### src/rtl/burst_scheduler_pkg.sv
// Shared types and constants for the ultrasonic burst scheduler.
// Holds the state encoding, the cfg_word field layout and the default widths.
package burst_scheduler_pkg;

  typedef enum logic [1:0] {
    ST_IDLE   = 2'd0,
    ST_BURST  = 2'd1,
    ST_LISTEN = 2'd2
  } state_e;

  localparam int HALF_W_DEF = 8;
  localparam int NCYC_W_DEF = 8;
  localparam int PRI_W_DEF  = 16;

  localparam int CFG_W    = 32;
  localparam int HALF_LSB = 0;
  localparam int NCYC_LSB = 8;
  localparam int PRI_LSB  = 16;

endpackage

### src/rtl/burst_scheduler_tone_sequencer.sv
// Tone sequencer: half-period and cycle counters producing registered pos/neg
// drives; done is high in the final burst cycle so the parent can leave BURST.
module tone_sequencer import burst_scheduler_pkg::*; #(
  parameter int HALF_W = HALF_W_DEF,
  parameter int NCYC_W = NCYC_W_DEF
) (
  input  logic              clk,
  input  logic              reset,
  input  logic              start,
  input  logic [HALF_W-1:0] half_period,
  input  logic [NCYC_W-1:0] n_cycles,
  output logic              pos,
  output logic              neg,
  output logic              done
);

  logic              run_q, run_d;
  logic              phase_q, phase_d;
  logic              pos_q, pos_d;
  logic              neg_q, neg_d;
  logic [HALF_W-1:0] half_cnt_q, half_cnt_d;
  logic [NCYC_W-1:0] cyc_cnt_q, cyc_cnt_d;

  logic [HALF_W-1:0] half_max;
  logic              ncyc_zero;
  logic              half_end;
  logic              cyc_last;

  // A zero half-period behaves as one cycle per half.
  assign half_max  = (half_period == '0) ? '0 : half_period - HALF_W'(1);
  assign ncyc_zero = (n_cycles == '0);
  assign half_end  = (half_cnt_q == half_max);
  assign cyc_last  = (cyc_cnt_q == n_cycles - NCYC_W'(1));
  assign done      = run_q & (ncyc_zero | (phase_q & half_end & cyc_last));

  always_comb begin
    run_d      = run_q;
    phase_d    = phase_q;
    half_cnt_d = half_cnt_q;
    cyc_cnt_d  = cyc_cnt_q;
    pos_d      = 1'b0;
    neg_d      = 1'b0;
    if (start) begin
      run_d      = 1'b1;
      phase_d    = 1'b0;
      half_cnt_d = '0;
      cyc_cnt_d  = '0;
      pos_d      = ~ncyc_zero;
    end else if (run_q) begin
      if (done) begin
        run_d = 1'b0;
      end else begin
        if (half_end) begin
          half_cnt_d = '0;
          phase_d    = ~phase_q;
          if (phase_q) cyc_cnt_d = cyc_cnt_q + NCYC_W'(1);
        end else begin
          half_cnt_d = half_cnt_q + HALF_W'(1);
        end
        pos_d = ~phase_d;
        neg_d = phase_d;
      end
    end
  end

  always_ff @(posedge clk or posedge reset) begin
    if (reset) begin
      run_q      <= 1'b0;
      phase_q    <= 1'b0;
      half_cnt_q <= '0;
      cyc_cnt_q  <= '0;
      pos_q      <= 1'b0;
      neg_q      <= 1'b0;
    end else begin
      run_q      <= run_d;
      phase_q    <= phase_d;
      half_cnt_q <= half_cnt_d;
      cyc_cnt_q  <= cyc_cnt_d;
      pos_q      <= pos_d;
      neg_q      <= neg_d;
    end
  end

  assign pos = pos_q;
  assign neg = neg_q;

endmodule

### src/rtl/burst_scheduler.sv
// Burst scheduler top: IDLE/BURST/LISTEN FSM, PRI counter, shadow/active config
// and sticky overrun flag; tone generation lives in tone_sequencer.
module burst_scheduler import burst_scheduler_pkg::*; #(
  parameter int HALF_W = HALF_W_DEF,
  parameter int NCYC_W = NCYC_W_DEF,
  parameter int PRI_W  = PRI_W_DEF
) (
  input  logic             clk,
  input  logic             reset,
  input  logic [CFG_W-1:0] cfg_word,
  input  logic             cfg_load,
  input  logic             run,
  output logic             burst_pos,
  output logic             burst_neg,
  output logic             rx_gate,
  output logic             pri_tick,
  output logic             busy,
  output logic             overrun
);

  state_e            state_q, state_d;
  logic [PRI_W-1:0]  pri_cnt_q, pri_cnt_d;
  logic              hit_q, hit_d;
  logic              overrun_q, overrun_d;
  logic              pri_tick_q, pri_tick_d;
  logic              rx_gate_q, rx_gate_d;
  logic              busy_q, busy_d;

  logic [HALF_W-1:0] sh_half_q, sh_half_d, act_half_q, act_half_d;
  logic [NCYC_W-1:0] sh_ncyc_q, sh_ncyc_d, act_ncyc_q, act_ncyc_d;
  logic [PRI_W-1:0]  sh_pri_q,  sh_pri_d,  act_pri_q,  act_pri_d;

  logic [PRI_W-1:0]  pri_max;
  logic              pri_end;
  logic              reload;
  logic              seq_done;
  logic [HALF_W-1:0] seq_half;
  logic [NCYC_W-1:0] seq_ncyc;

  // hit_q remembers that the PRI already expired during the burst.
  assign pri_max  = (act_pri_q == '0) ? '0 : act_pri_q - PRI_W'(1);
  assign pri_end  = hit_q | (pri_cnt_q == pri_max);
  assign reload   = run & ((state_q == ST_IDLE) | ((state_q == ST_LISTEN) & pri_end));
  assign seq_half = reload ? sh_half_q : act_half_q;
  assign seq_ncyc = reload ? sh_ncyc_q : act_ncyc_q;

  tone_sequencer #(.HALF_W(HALF_W), .NCYC_W(NCYC_W)) u_tone (
    .clk         (clk),
    .reset       (reset),
    .start       (reload),
    .half_period (seq_half),
    .n_cycles    (seq_ncyc),
    .pos         (burst_pos),
    .neg         (burst_neg),
    .done        (seq_done)
  );

  always_comb begin
    state_d    = state_q;
    pri_cnt_d  = pri_cnt_q;
    hit_d      = hit_q;
    overrun_d  = overrun_q;
    sh_half_d  = sh_half_q;
    sh_ncyc_d  = sh_ncyc_q;
    sh_pri_d   = sh_pri_q;
    act_half_d = act_half_q;
    act_ncyc_d = act_ncyc_q;
    act_pri_d  = act_pri_q;
    if (cfg_load) begin
      sh_half_d = cfg_word[HALF_LSB +: HALF_W];
      sh_ncyc_d = cfg_word[NCYC_LSB +: NCYC_W];
      sh_pri_d  = cfg_word[PRI_LSB  +: PRI_W];
      overrun_d = 1'b0;
    end
    case (state_q)
      ST_IDLE: ;
      ST_BURST: begin
        pri_cnt_d = pri_cnt_q + PRI_W'(1);
        // A fresh overrun wins over a simultaneous cfg_load clear.
        if (pri_cnt_q == pri_max) begin
          hit_d     = 1'b1;
          overrun_d = 1'b1;
        end
        if (seq_done) state_d = ST_LISTEN;
      end
      ST_LISTEN: begin
        if (pri_end) begin
          state_d   = ST_IDLE;
          pri_cnt_d = '0;
          hit_d     = 1'b0;
        end else begin
          pri_cnt_d = pri_cnt_q + PRI_W'(1);
        end
      end
      default: state_d = ST_IDLE;
    endcase
    if (reload) begin
      state_d    = ST_BURST;
      pri_cnt_d  = '0;
      hit_d      = 1'b0;
      act_half_d = sh_half_q;
      act_ncyc_d = sh_ncyc_q;
      act_pri_d  = sh_pri_q;
    end
    pri_tick_d = reload;
    rx_gate_d  = (state_d == ST_LISTEN);
    busy_d     = (state_d != ST_IDLE);
  end

  always_ff @(posedge clk or posedge reset) begin
    if (reset) begin
      state_q    <= ST_IDLE;
      pri_cnt_q  <= '0;
      hit_q      <= 1'b0;
      overrun_q  <= 1'b0;
      pri_tick_q <= 1'b0;
      rx_gate_q  <= 1'b0;
      busy_q     <= 1'b0;
      sh_half_q  <= '0;
      sh_ncyc_q  <= '0;
      sh_pri_q   <= '0;
      act_half_q <= '0;
      act_ncyc_q <= '0;
      act_pri_q  <= '0;
    end else begin
      state_q    <= state_d;
      pri_cnt_q  <= pri_cnt_d;
      hit_q      <= hit_d;
      overrun_q  <= overrun_d;
      pri_tick_q <= pri_tick_d;
      rx_gate_q  <= rx_gate_d;
      busy_q     <= busy_d;
      sh_half_q  <= sh_half_d;
      sh_ncyc_q  <= sh_ncyc_d;
      sh_pri_q   <= sh_pri_d;
      act_half_q <= act_half_d;
      act_ncyc_q <= act_ncyc_d;
      act_pri_q  <= act_pri_d;
    end
  end

  assign pri_tick = pri_tick_q;
  assign rx_gate  = rx_gate_q;
  assign busy     = busy_q;
  assign overrun  = overrun_q;

endmodule

### config.mk
export PLATFORM = sky130hd
export DESIGN_NAME = burst_scheduler
export DESIGN_NICKNAME = d
export VERILOG_FILES = /design/src/rtl/burst_scheduler_pkg.sv /design/src/rtl/burst_scheduler_tone_sequencer.sv /design/src/rtl/burst_scheduler.sv
export SDC_FILE = /design/constraint.sdc
export NUM_CORES = 1
export LEC_CHECK = 0
export ABC_AREA = 0
export CAP_MARGIN = 0
export CORE_ASPECT_RATIO = 2
export CORE_MARGIN = 3
export CORE_UTILIZATION = 35
export CTS_CLUSTER_DIAMETER = 60
export DETAILED_ROUTE_END_ITERATION = 8
export SYNTH_ARGS = -nofsm -noshare
export SYNTH_HDL_FRONTEND = slang
export SYNTH_HIERARCHICAL = 1
export SYNTH_SLANG_ARGS = --single-unit
### constraint.sdc
create_clock -name clk -period 13.3 [get_ports clk]
set_input_delay 1.995 -clock clk [delete_from_list [all_inputs] [get_ports clk]]
set_output_delay 1.995 -clock clk [all_outputs]
set_load 0.1 [all_outputs]
==> results of run 1 <==
-- metrics by stage --
stage               cell area (um2)  hold WS, ps  cells  util, %
global route                   6960          520    816     41.1
finish                         6960          494    816     41.1
floorplan                      6120          460    577        -
CTS                            6960          496    816     41.1
global placement               6680          471    800     39.4
detailed placement             6680          480    800     39.4
-- cell usage in the layout, fill, tap and decap left out, types with 15 or more instances in the layout --
cell type / instances
mux2_1: 33
a22o_1: 16
clkdlybuf4s50_1: 41
nor3_1: 17
and3_1: 15
dfrtp_1: 107
inv_1: 17
nor2b_1: 17
xor2_1: 18
xnor2_1: 15
nor2_1: 48
mux2_2: 33
nand2_1: 19
-- kinds of logic after synthesis --
| family | after synthesis | share of synthesized area [%] |
|---|---|---|
| adder cells (fa/ha/maj) | 7 | 1.43 |
| AND/OR/NAND/NOR | 196 | 18.4 |
| buffers and inverters | 47 | 3.36 |
| AO/OA/AOI/OAI | 112 | 14.4 |
| multiplexers | 74 | 13.5 |
| XOR/XNOR | 34 | 5.09 |
| flip-flops | 107 | 43.8 |
-- worst reg2reg max path, stage by stage, from the launching register on --
cell	delay (ps)
dfrtp_1	440
nor3_1	920
nand2_1	230
a311o_1	370
a2111oi_0	610
and4_1	320
nand3_2	140
a21oi_4	160
buf_4	540
mux2_1	520
inv_1	90
ha_1	310
nor3b_1	400
a22oi_1	180
o32ai_2	340
o2111ai_4	270
nor2_1	220
ha_1	180
o2111ai_1	190
o31ai_1	650
nor3_2	170
and3_1	200
mux2_1	300
-- Yosys cell counts (10+ instances only) --
master	number
o31ai_1	13
xnor2_1	15
nor4_1	12
clkbuf_1	21
mux2_2	33
mux2_1	33
nand3_1	10
nor2_1	48
nor3_1	17
nor2b_1	17
o21ai_0	11
xor2_1	18
dfrtp_1	107
inv_1	18
and3_1	15
a21oi_1	13
a22o_1	16
nand2_1	19
-- final timing paths --
| kind | from | to | slack, ps | depth (start not counted) |
|---|---|---|---|---|
| max | act_pri_q[4] | u_tone/cyc_cnt_q[5] | 5420 | 22 |
| min | sh_pri_q[7] | act_pri_q[7] | 490 | 1 |
| max reg2reg | act_pri_q[4] | u_tone/cyc_cnt_q[5] | 5420 | 22 |
| min reg2reg | sh_pri_q[7] | act_pri_q[7] | 490 | 1 |
| max in group asynchronous | reset | act_ncyc_q[2] | 10230 | 3 |
| min in group asynchronous | reset | u_tone/pos | 2170 | 2 |
-- layout make-up --
cell class,instances,area [um2],share of cell area (%)
multi-input combinational,423,3230,46.5
sequential,107,2680,38.5
timing repair buffer,44,433,6.22
tap,207,259,3.72
clock buffer,11,243,3.49
inverter,19,72.6,1.04
clock inverter,5,37.5,0.540
-- power by group through the flow --
stage	Clock, mW	Sequential (mW)	Combinational, mW
after floorplan	0	0.492	0.480
after global placement	0	0.507	0.592
after detailed placement	0	0.511	0.607
after CTS	0.265	0.505	0.610
after global routing	0.278	0.519	0.669
final	0.257	0.507	0.609
-- routing by layer --
metal	global-route usage (%)	up-vias	wire, um
met5	0	-	0
met4	7.47	0	469
met3	2.23	30	443
met2	29.6	119	8280
met1	15.3	2340	5300
li1	-	2186	-
-- flip-flops by register name (all words and copies together) (netlist names) --
register and flops:
act_pri_q 16, pri_cnt_q 16, sh_pri_q 16, act_half_q 8, act_ncyc_q 8, sh_half_q 8, sh_ncyc_q 8, u_tone/cyc_cnt_q 8
u_tone/half_cnt_q 8, state_q 2, busy 1, hit_q 1, overrun 1, pri_tick 1, rx_gate 1, u_tone/neg 1
u_tone/phase_q 1, u_tone/pos 1, u_tone/run_q 1
==> out/results.ini, run 1 <==
[detailed_routing]
avgViaCountPerCell = 5.73
wirelength_um = 14500
drt_iter0_markers = 193
drcViolationCount = 0
dr.pass1.iters = 4
antenna_left = 0
wl_per_cell_um = 17.8
vias = 4675

[synth]
synthArstFlopShare_pct = 100
synth_cell_types = 79
avgSynthCellArea_um2 = 10.6
ys_warn_count = 6
synth_nets = 620
synth_seq_cells = 107
synthDominantCellAreaShare_pct = 43.8
synth_edf_count = 0
postSynthCellCount = 577
netlist_area_um2 = 6120
synth_flop_cell = dfrtp_1
synth_area_leaders = dfrtp_1 (44%), mux2_1 (6.1%), mux2_2 (6.1%)
ys_seq_area_share_pct = 43.8
synth_top_cell_by_area = dfrtp_1

[pwr]
p_int_mw = 0.799
peakVddDrop_mv = 0.114
p_total_mw = 1.37
p_leak_nw = 2.85
p_switching_mw = 0.574
p_seq_share_pct = 36.9
clkPwrFrac_pct = 18.7
power_frac_comb_pct = 44.4
pwr_density_cell_nw_per_um2 = 197
switching_share_pct = 41.8

[setup_path]
worst-path-buf-inv = 2
cpPeakStageDelay_ps = 920
cp_top_family = compound AO/OA/AOI/OAI gates
startpoint_type = register
end_kind = register
critPathSlowestCell = nor3_1
worst-setup-path-type = register to register
crit_chain = nor3_1 > nand2_1 > a311o_1 > a2111oi_0 > and4_1 > nand3_2 > a21oi_4 > buf_4 > mux2_1 > inv_1 > ha_1 > nor3b_1 > a22oi_1 > o32ai_2 > o2111ai_4 > nor2_1 > ha_1 > o2111ai_1 > o31ai_1 > nor3_2 > and3_1 > mux2_1
cp_max_fo = 57
critPathArrivalTime_ps = 8110
cp.required_ps = 13530

[sta]
finalCritPeriodShare_pct = 59.3
hold_viol_final = 0
timing.fmax_mhz = 127
final.setup.tns_ps = 0
min_period_ps = 7880
rsz0062_at_grt = no
worst_slew_pin_slew_ps = 1110
setup_violations = 0
worst_slack_ps = 5420
slew_headroom_pct = 25.3
drv_slew = 0
worst_clock_skew_ps = 6.10

[clocking]
holdBufCountCts = 0
htreeDepth = 3
cts_root_buf = clkbuf_16
numCtsBuffers = 9
cts_tree = yes
insertion_delay_ps = 350
cts_setup_buffers = 0
cts_resized = 0
cts.reportedPaths.clkPinSlew_ps = 70
cts.sinks = 107
cts_max_path_buffers = 2

[global_routing]
grt-ovfl-total = 0
grt_max_degree = 88
grt_pass1_wl_um = 23200
grt_antenna_before_repair = 0
grt_usage_pct = 15.2
grt_pass1_vias = 4773

[floorplan]
num_io_pins = 42
row_count = 67
die_h_um = 193
die_x_um = 99.5
dieArea_um2 = 19200
start_util_pct = 36.1
core_area_um2 = 16900

[cells_and_area]
antenna_cells = 0
final_layout_size_suffix_gt1_share_pct = 11.8
syn_to_final_growth_pct = 13.7
num-fill-cells = 1648
fin_nets = 647

[place]
post-dp-hpwl_um = 10600
io_buffers = 41
dp_slack_ps = 5540
place.gp.congestion = 0.905

[outcome]
status = finished, final reports clean

[flow_run]
maxCapViolCount = 0

[hold_path]
hp-class = register to register

Power figures use the tool's default switching activity.
==> inputs of run 2 (changes only) <==
==> constraint.sdc (replaced) <==
create_clock -name clk -period 6.3 [get_ports clk]
set_input_delay 0.945 -clock clk [delete_from_list [all_inputs] [get_ports clk]]
set_output_delay 0.945 -clock clk [all_outputs]
set_load 0.1 [all_outputs]
==> run 2 against run 1 <==
  * Setup slack worse by 5100 ps
  * Critical path depth down 1
  * Sequential share of layout area down 2.5 points
  * Clock skew up 6.0 ps
  * Wire length up 8.9%
  * First-iteration DRC count up 15%
  * Combinational power rose to 2.6 times the previous value
  * Die area unchanged
  * Flip-flop and latch count unchanged
  * Register-to-register slack worse by 5100 ps
  * Largest cell class unchanged
==> out/results.ini, run 2 (same netlist as run 1, synthesis figures left out) <==
[outcome]
status = finished, final reports clean

[floorplan]
row_count = 67  ; unchanged
dieArea_um2 = 19200  ; unchanged
start_util_pct = 36.1  ; unchanged
die_x_um = 99.5  ; unchanged
num_io_pins = 42  ; unchanged
die_h_um = 193  ; unchanged
core_area_um2 = 16900  ; unchanged

[clocking]
numCtsBuffers = 9  ; unchanged
insertion_delay_ps = 360  ; about the same
cts.reportedPaths.clkPinSlew_ps = 80  ; about the same
cts_tree = yes
htreeDepth = 3  ; unchanged
holdBufCountCts = 0  ; unchanged
cts.sinks = 107  ; unchanged
cts_max_path_buffers = 2  ; unchanged
cts_root_buf = clkbuf_16

[cells_and_area]
antenna_cells = 0  ; unchanged
syn_to_final_growth_pct = 21.8
largestRegisters = act_pri_q: 16 flops, pri_cnt_q: 16 flops, sh_pri_q: 16 flops
postLayoutCoreUtil_pct = 44.0  ; +2.9 points
final_common_cell = dfrtp_1
num-fill-cells = 1601  ; -2.9%
final_area_um2 = 7450  ; +7.1%
final_cell_mix = dfrtp_1 (106), buf_4 (51), nor2_1 (47), clkdlybuf4s50_1 (41), mux2_2 (35)
fin_nets = 695  ; +7.4%
final_layout_size_suffix_gt1_share_pct = 21.2  ; +9.3 points
instances_no_fill = 864  ; +5.9%

[detailed_routing]
drcViolationCount = 0  ; unchanged
vias = 4831  ; +3.3%
avgViaCountPerCell = 5.59  ; -2.4%
antenna_left = 0  ; unchanged
dr.pass1.iters = 5  ; +1
wl_per_cell_um = 18.3  ; +2.9%
drt_iter0_markers = 221  ; +15%
wirelength_um = 15800  ; +8.9%

[sta]
worst_slew_pin_slew_ps = 1050  ; -63.6 ps
timing.fmax_mhz = 166  ; +31%
slew_headroom_pct = 30.1  ; +4.8 points
rsz0062_at_grt = no
hold_viol_final = 0  ; unchanged
worst_clock_skew_ps = 12.1  ; +5.98 ps
finalCritPeriodShare_pct = 95.4  ; +36 points
min_period_ps = 6010  ; -1870 ps
setup_violations = 0  ; unchanged
drv_slew = 0  ; unchanged

[place]
post-dp-hpwl_um = 11900  ; +12%
io_buffers = 41  ; unchanged
dp.cells = 844  ; +5.5%
place.gp.congestion = 0.939  ; +3.8%
placed_area_um2 = 7010  ; +5.0%

[pwr]
switching_share_pct = 40.8  ; -1.1 points
p_switching_mw = 1.31  ; +130%
p_seq_share_pct = 32.5  ; -4.4 points
pwr_density_cell_nw_per_um2 = 431  ; +120%
power_frac_comb_pct = 49.1  ; +4.7 points
p_int_mw = 1.90  ; +140%
clkPwrFrac_pct = 18.4  ; -0.3 points
p_leak_nw = 3.12  ; +9.6%
peakVddDrop_mv = 0.244  ; +110%

[setup_path]
worst-setup-path-type = register to register
rr_worst_depth = 21  ; -4.5%
cp_max_fo = 7  ; -88%
cpPeakStageDelay_ps = 500  ; -420 ps
critPathSlowestCell = or4_4
startpoint_type = register
critPathArrivalTime_ps = 6250  ; -1860 ps
end_kind = register
cp.required_ps = 6540  ; -6990 ps
crit_chain = or3_1 > or4_1 > or3_1 > a32oi_1 > and4_1 > nand3_2 > a21oi_4 > buf_4 > mux2_2 > or4_4 > or4_4 > a21boi_2 > o2111ai_4 > nor2_4 > ha_2 > o2111ai_4 > o31ai_2 > buf_4 > nor3_4 > and3_4 > mux2_1

[flow_run]
maxCapViolCount = 0  ; unchanged

[hold_path]
hp-class = register to register
min_path_cells = 1  ; unchanged

[global_routing]
grt-ovfl-total = 0  ; unchanged
grt_max_degree = 79  ; -10%
grt_pass1_vias = 5091  ; +6.7%
grt_pass1_wl_um = 25900  ; +12%
grt_antenna_before_repair = 0  ; unchanged
grt_usage_pct = 17.1  ; +2.0 points

-- run 2: cell types whose count changed in the layout (fill, tap and decap cells not counted), sizes merged --
cell,previous run,this run
buf,3,51
bufinv,0,1
clkbuf,11,10
clkinv,4,5
clkinvlp,2,1
-- run 2: final timing paths --
check | from | end | slack (ps)
max | act_pri_q[10] | u_tone/cyc_cnt_q[5] | 290
min | sh_pri_q[2] | act_pri_q[2] | 490
max reg2reg | act_pri_q[10] | u_tone/cyc_cnt_q[5] | 290
min reg2reg | sh_pri_q[2] | act_pri_q[2] | 490
max in group asynchronous | reset | act_pri_q[1] | 4140
min in group asynchronous | reset | sh_ncyc_q[6] | 830
-- run 2: layout make-up --
type	instances	area, um2	area share, %
inverters	19	72.6	0.974
multi-input cells	423	3330	44.8
clock inverters	6	72.6	0.974
flip-flops and latches	107	2680	36.0
clock buffers	10	239	3.21
well taps	207	259	3.48
repair buffers	92	793	10.6
-- run 2: per-layer routing --
| layer | GRT usage [%] | wire, um | vias to the layer above |
|---|---|---|---|
| li1 | - | - | 2294 |
| met1 | 17.6 | 5730 | 2381 |
| met2 | 33.2 | 8990 | 118 |
| met3 | 2.59 | 455 | 38 |
| met4 | 8.10 | 615 | 0 |
| met5 | 0 | 0 | - |
-- run 2: power groups by stage --
| stage | Clock (mW) | Combinational, mW | Sequential [mW] |
|---|---|---|---|
| final | 0.592 | 1.58 | 1.04 |
| after detailed placement | 0 | 1.50 | 1.05 |
| after global routing | 0.635 | 1.73 | 1.07 |
| after CTS | 0.611 | 1.52 | 1.04 |
| after floorplan | 0 | 1.02 | 1.04 |
| after global placement | 0 | 1.46 | 1.04 |
-- run 2: timing repair --
| item | CTS | global route |
|---|---|---|
| pin swaps | 0 | 10 |
| setup endpoints to repair | 5 | 23 |
| gates cloned | 0 | 0 |
| buffers inserted | 0 | 4 |
| resized for setup | 2 | 21 |
-- run 2: metrics by stage --
step	setup slack [ps]	setup TNS (ps)	power, mW	hold WS, ps
final	287	0	3.21	492
after global routing	15.0	0	3.43	512
after floorplan	28.1	0	2.05	460
after global placement	154	0	2.50	469
after CTS	29.8	0	3.17	496
after detailed placement	-17.3	-17.3	2.56	479
-- run 2: critical path: cells and delay by family (launching register included) --
| family | cells | cell delay (ps) |
|---|---|---|
| AND/OR/NAND/NOR | 10 | 3000 |
| AO/OA/AOI/OAI | 6 | 1230 |
| multiplexers | 2 | 670 |
| flip-flops | 1 | 440 |
| buffers and inverters | 2 | 350 |
| adder cells (fa/ha/maj) | 1 | 210 |
